`config.mk`:
```
export PLATFORM = sky130hd
export DESIGN_NAME = sram_ctrl
export DESIGN_NICKNAME = d
export VERILOG_FILES = /design/src/rtl/sram_ctrl_pkg.sv /design/src/rtl/sram_ctrl.sv
export SDC_FILE = /design/constraint.sdc
export NUM_CORES = 1
export LEC_CHECK = 0
export ABC_CLOCK_PERIOD_IN_PS = 1500
export BUFFER_PORTS_ARGS = -buffer_cell sky130_fd_sc_hd__buf_2
export CORE_ASPECT_RATIO = 0.75
export CORE_MARGIN = 5
export CORE_UTILIZATION = 45
export CTS_BUF_LIST = sky130_fd_sc_hd__clkbuf_8
export DETAILED_ROUTE_END_ITERATION = 16
export GPL_TIMING_DRIVEN = 0
export PLACE_DENSITY = 0.87
export SYNTH_ARGS = -nofsm -noshare
export SYNTH_HDL_FRONTEND = slang
export SYNTH_SLANG_ARGS = --single-unit
```
`constraint.sdc`:
```
create_clock -name i_clk -period 1.5 [get_ports i_clk]
set_input_delay 0.075 -clock i_clk [delete_from_list [all_inputs] [get_ports i_clk]]
set_output_delay 0.075 -clock i_clk [all_outputs]
set_load 0.1 [all_outputs]
```
`src/rtl/sram_ctrl_pkg.sv`:
```
// Shared types and default geometry for sram_ctrl and the sram instance it drives.
package sram_ctrl_pkg;

    localparam int unsigned ADDR_WIDTH_DEF = 4;
    localparam int unsigned DATA_WIDTH_DEF = 32;
    localparam int unsigned DEPTH_DEF      = 16;

    typedef enum logic {
        CLEAR = 1'b0,
        IDLE  = 1'b1
    } state_e;

endpackage

```
`src/rtl/sram_ctrl.sv`:
```
// Front-end for the single-port sram: post-reset/on-demand memory clear plus a
// valid/ready request port with fixed two-edge read latency.
module sram_ctrl
    import sram_ctrl_pkg::*;
#(
    parameter int unsigned ADDR_WIDTH = ADDR_WIDTH_DEF,
    parameter int unsigned DATA_WIDTH = DATA_WIDTH_DEF,
    parameter int unsigned DEPTH      = DEPTH_DEF
) (
    input  logic                  i_clk,
    input  logic                  rst,
    input  logic                  i_clear,
    output logic                  o_busy,
    input  logic                  i_req_valid,
    output logic                  o_req_ready,
    input  logic                  i_req_write,
    input  logic [ADDR_WIDTH-1:0] i_req_addr,
    input  logic [DATA_WIDTH-1:0] i_req_data,
    output logic                  o_rsp_valid,
    output logic [DATA_WIDTH-1:0] o_rsp_data,
    output logic [ADDR_WIDTH-1:0] o_sram_addr,
    output logic                  o_sram_write,
    output logic [DATA_WIDTH-1:0] o_sram_data,
    input  logic [DATA_WIDTH-1:0] i_sram_data
);

    localparam logic [ADDR_WIDTH-1:0] LAST_ADDR = ADDR_WIDTH'(DEPTH - 1);

    state_e                  state_q, state_d;
    logic [ADDR_WIDTH-1:0]   cnt_q, cnt_d;
    logic [ADDR_WIDTH-1:0]   sram_addr_q, sram_addr_d;
    logic                    sram_write_q, sram_write_d;
    logic [DATA_WIDTH-1:0]   sram_data_q, sram_data_d;
    logic                    rd_p_q, rd_p_d;
    logic                    rsp_valid_q, rsp_valid_d;
    logic                    req_fire;

    assign o_busy      = (state_q == CLEAR);
    assign o_req_ready = (state_q == IDLE) && !i_clear;
    assign req_fire    = i_req_valid && o_req_ready;

    // Sequencing of clear writes and request capture; write strobe defaults low.
    always_comb begin
        state_d      = state_q;
        cnt_d        = cnt_q;
        sram_addr_d  = sram_addr_q;
        sram_write_d = 1'b0;
        sram_data_d  = sram_data_q;
        rd_p_d       = 1'b0;
        unique case (state_q)
            CLEAR: begin
                sram_addr_d  = cnt_q;
                sram_write_d = 1'b1;
                sram_data_d  = '0;
                if (cnt_q == LAST_ADDR) begin
                    state_d = IDLE;
                    cnt_d   = '0;
                end else begin
                    cnt_d = cnt_q + ADDR_WIDTH'(1);
                end
            end
            IDLE: begin
                if (i_clear) begin
                    state_d = CLEAR;
                    cnt_d   = '0;
                end else if (req_fire) begin
                    sram_addr_d  = i_req_addr;
                    sram_write_d = i_req_write;
                    sram_data_d  = i_req_data;
                    rd_p_d       = !i_req_write;
                end
            end
            default: begin
                state_d = CLEAR;
                cnt_d   = '0;
            end
        endcase
    end

    // Read pipeline runs regardless of state so an in-flight read survives a clear.
    always_comb begin
        rsp_valid_d = rd_p_q;
    end

    always_ff @(posedge i_clk) begin
        if (!rst) begin
            state_q      <= CLEAR;
            cnt_q        <= '0;
            sram_addr_q  <= '0;
            sram_write_q <= 1'b0;
            sram_data_q  <= '0;
            rd_p_q       <= 1'b0;
            rsp_valid_q  <= 1'b0;
        end else begin
            state_q      <= state_d;
            cnt_q        <= cnt_d;
            sram_addr_q  <= sram_addr_d;
            sram_write_q <= sram_write_d;
            sram_data_q  <= sram_data_d;
            rd_p_q       <= rd_p_d;
            rsp_valid_q  <= rsp_valid_d;
        end
    end

    assign o_sram_addr  = sram_addr_q;
    assign o_sram_write = sram_write_q;
    assign o_sram_data  = sram_data_q;
    assign o_rsp_valid  = rsp_valid_q;
    assign o_rsp_data   = i_sram_data;

endmodule

```
==> flow_summary_export.csv <==
group,metric,value,unit
logic_synthesis,ys_seq_elements,44,
logic_synthesis,syn_avg_cell_area,9.012,um2
clocking,cts_setup_buffers,0,
route,detail-route-antenna-nets,0,
worst_hold_path,hp-class,"input port to register",
logic_synthesis,synth_area_leaders,"dfxtp_1, buf_4, nand2_1",
floorplan,die_h,68.39,um
pwr,p_leak,1.303,nW
pwr,power_density,972.4,nW/um2
clocking,cts_tree,"yes",
pwr,ir_drop,0.7597,mV
timing,setup_viol,0,
floorplan,die_area,6008,um2
route,via_per_inst,4.511,
logic_synthesis,synthesis.area,2046,um2
route,drt_iter0_markers,33,
floorplan,io_pins,145,
clocking,htree_num_levels,2,
timing,fin_skew,0.006881,ns
cells_and_area,nFillCells,391,
clocking,cts-root-buf,"clkbuf_8",
place,dp_hpwl,3.803,mm
setup_path,critPathKind,"register to output port",
route,drc,0,
pwr,pwr-share-comb,24.6,%
timing,fmax,0.6963,GHz
setup_path,reg2reg_slack,0.26,ns
pwr,p_int,1.846,mW
pwr,p_seq_share,43.7,%
logic_synthesis,yosysTopAreaCellShare,43.06,%
setup_path,crit_path_max_fanout,6,
logic_synthesis,mappedNetlistNets,301,
timing,slew_headroom,67.24,%
cells_and_area,syn_to_final_growth,36.88,%
floorplan,dieWidth,87.86,um
cells_and_area,drive_gt1_share,59.77,%
pwr,pwr-share-clk,31.7,%
logic_synthesis,synthCells,227,
setup_path,end_kind,"output port",
setup_path,rr_worst_depth,4,
logic_synthesis,yosys_warnings,0,
grt,grt_pass1_vias,1681,
timing,tns,0,ns
grt,grt_pass1_wl,7.493,mm
route,vias,1827,
cells_and_area,fin_util,63.06,%
clocking,clock_sinks,44,
worst_hold_path,min_path_cells,3,
timing,rsz0062_at_grt,"false",
timing,period_share,95.75,%
route,drtPass1Iterations,4,
route,finalWirelength,4.920,mm
pwr,switching_power,0.8772,mW
place,place_congestion,0.8047,
place,place.port_buffers,112,
setup_path,crit_arrival,1.36,ns
pwr,swShare,32.21,%
clocking,clock_latency,0.29,ns
floorplan,row_count,21,
setup_path,start_kind,"register",
timing,worst_slew_pin_slew,0.4949,ns
run,cap_violations,0,
timing,finalHoldViolCount,0,
grt,antenna_found_initial,0,
logic_synthesis,yosysSeqAreaShare,43.06,%
worst_hold_path,whs_endpoint,"o_sram_data[6]$_SDFFE_PN0P_",
timing,finalCriticalPeriod,1.436,ns
outcome,status,"finished, final reports clean",
setup_path,rr_endpoint,"cnt_q[3]$_SDFFE_PN0N_",
cells_and_area,num_antenna_cells,0,
logic_synthesis,synth_cell_types,26,
setup_path,crit_required,1.42,ns
route,wl_per_cell,12.15,um
clocking,clk_pin_slew_worst_paths,0.08,ns
grt,overflow,0,
setup_path,r2r_start,"cnt_q[0]$_SDFFE_PN0N_",
worst_hold_path,hold_start,"i_req_data[6]",
grt,grtUsageTotal,15.85,%
cells_and_area,layout.nets,421,
clocking,clock_path_buffers,2,
floorplan,initial_core_util,46.07,%
clocking,numCtsBuffers,5,
floorplan,coreArea,4441,um2
grt,grt_max_degree,14,
logic_synthesis,synth_top_area_cell,"dfxtp_1",
timing,slew_viol_final,0,
## sequential cells by signal, summed over array words and instances, names as in the netlist
register and cells:
o_sram_addr 4, state_q 1, rd_p_q 1, o_rsp_valid 1, o_sram_data 32, o_sram_write 1, cnt_q 4
## synthesized netlist by cell type (all sizes together)
cell type,count
a211oi,1
a21oi,34
a2bb2oi,1
a311oi,2
a31oi,4
and2,1
and2b,1
buf,44
dfxtp,44
ha,1
inv,2
mux2i,1
nand2,76
nand2b,2
nand3,2
nor2,6
nor2b,1
nor3,1
o21ai,3
## worst max-delay path, stage by stage (launching register included)
cell     delay [ns]
dfxtp_1        0.43
and2b_2        0.21
buf_2          0.43
## per-layer routing
metal  GRT usage, %  wire [um]
met3          4.934        441
met5              0          0
met4          4.023         12
met2          25.94       2343
met1          20.42       2121
## power groups by stage
stage / Clock (mW) / Combinational (mW) / Sequential, mW
final: 0.864 / 0.670 / 1.19
after global routing: 0.939 / 0.700 / 1.19
after CTS: 0.889 / 0.674 / 1.19
after detailed placement: 0 / 0.671 / 1.22
after global placement: 0 / 0.667 / 1.22
after floorplan: 0 / 0.511 / 1.26
## what timing repair did
action | in CTS | in global routing
hold buffers | 1 | 0
resized for setup | 0 | 2
endpoints found under the setup margin | 0 | 1
hold endpoints to repair | 1 | 0
## per-stage QoR
| step | cell area [um2] | total power [mW] | cells | hold WS, ns | worst slack, ns |
|---|---|---|---|---|---|
| floorplan | 2046 | 1.769 | 227 | 0.1537 | 0.07584 |
| global placement | 2678 | 1.883 | 396 | 0.2599 | 0.3221 |
| detailed placement | 2678 | 1.888 | 396 | 0.2695 | 0.2968 |
| CTS | 2795 | 2.752 | 405 | 0.009190 | 0.003782 |
| global route | 2800 | 2.830 | 405 | 0.01753 | 0.001780 |
| finish | 2800 | 2.723 | 405 | 0.01507 | 0.06380 |
## worst max-delay path by stage
stage | startpoint | end | slack (ns)
final | state_q$_SDFF_PN0_ | o_req_ready | 0.06
after global routing | state_q$_SDFF_PN0_ | o_req_ready | 0.002
after CTS | state_q$_SDFF_PN0_ | o_busy | 0.004
after detailed placement | state_q$_SDFF_PN0_ | o_sram_data[24]$_SDFFE_PN0P_ | 0.30
after global placement | state_q$_SDFF_PN0_ | o_sram_data[22]$_SDFFE_PN0P_ | 0.32
after floorplan | state_q$_SDFF_PN0_ | cnt_q[1]$_SDFFE_PN0N_ | 0.08
## area by class of cell
cell class | instances | area [um2] | share of cell area [%]
Inverter | 2 | 7.507 | 0.2681
Clock inverter | 3 | 38.79 | 1.385
Buffer | 44 | 386.6 | 13.81
Multi-Input combinational cell | 137 | 773.2 | 27.61
Sequential cell | 44 | 880.8 | 31.46
Tap cell | 57 | 71.32 | 2.547
Clock buffer | 5 | 68.82 | 2.458
Timing Repair Buffer | 113 | 573.1 | 20.46
## layout by cell type (no fill, tap or decap), types with 2 or more instances in the layout
cell type,instances
nand2_2,21
a21oi_1,14
buf_12,4
nand2_1,55
nor2_1,6
a21oi_2,20
a31oi_1,4
buf_2,113
clkbuf_8,5
dfxtp_1,44
nand3_1,2
buf_6,4
o21ai_0,3
clkbuf_4,2
a311oi_2,2
inv_1,3
buf_4,32
## cell families after synthesis
family | count (synthesis) | synth area share (%)
flip-flops | 44 | 43.06
adder cells (fa/ha/maj) | 1 | 0.6115
AO/OA/AOI/OAI | 45 | 16.21
buffers and inverters | 46 | 19.14
multiplexers | 1 | 0.4893
AND/OR/NAND/NOR | 90 | 20.49
No activity file was read; power rests on OpenSTA's default activity.
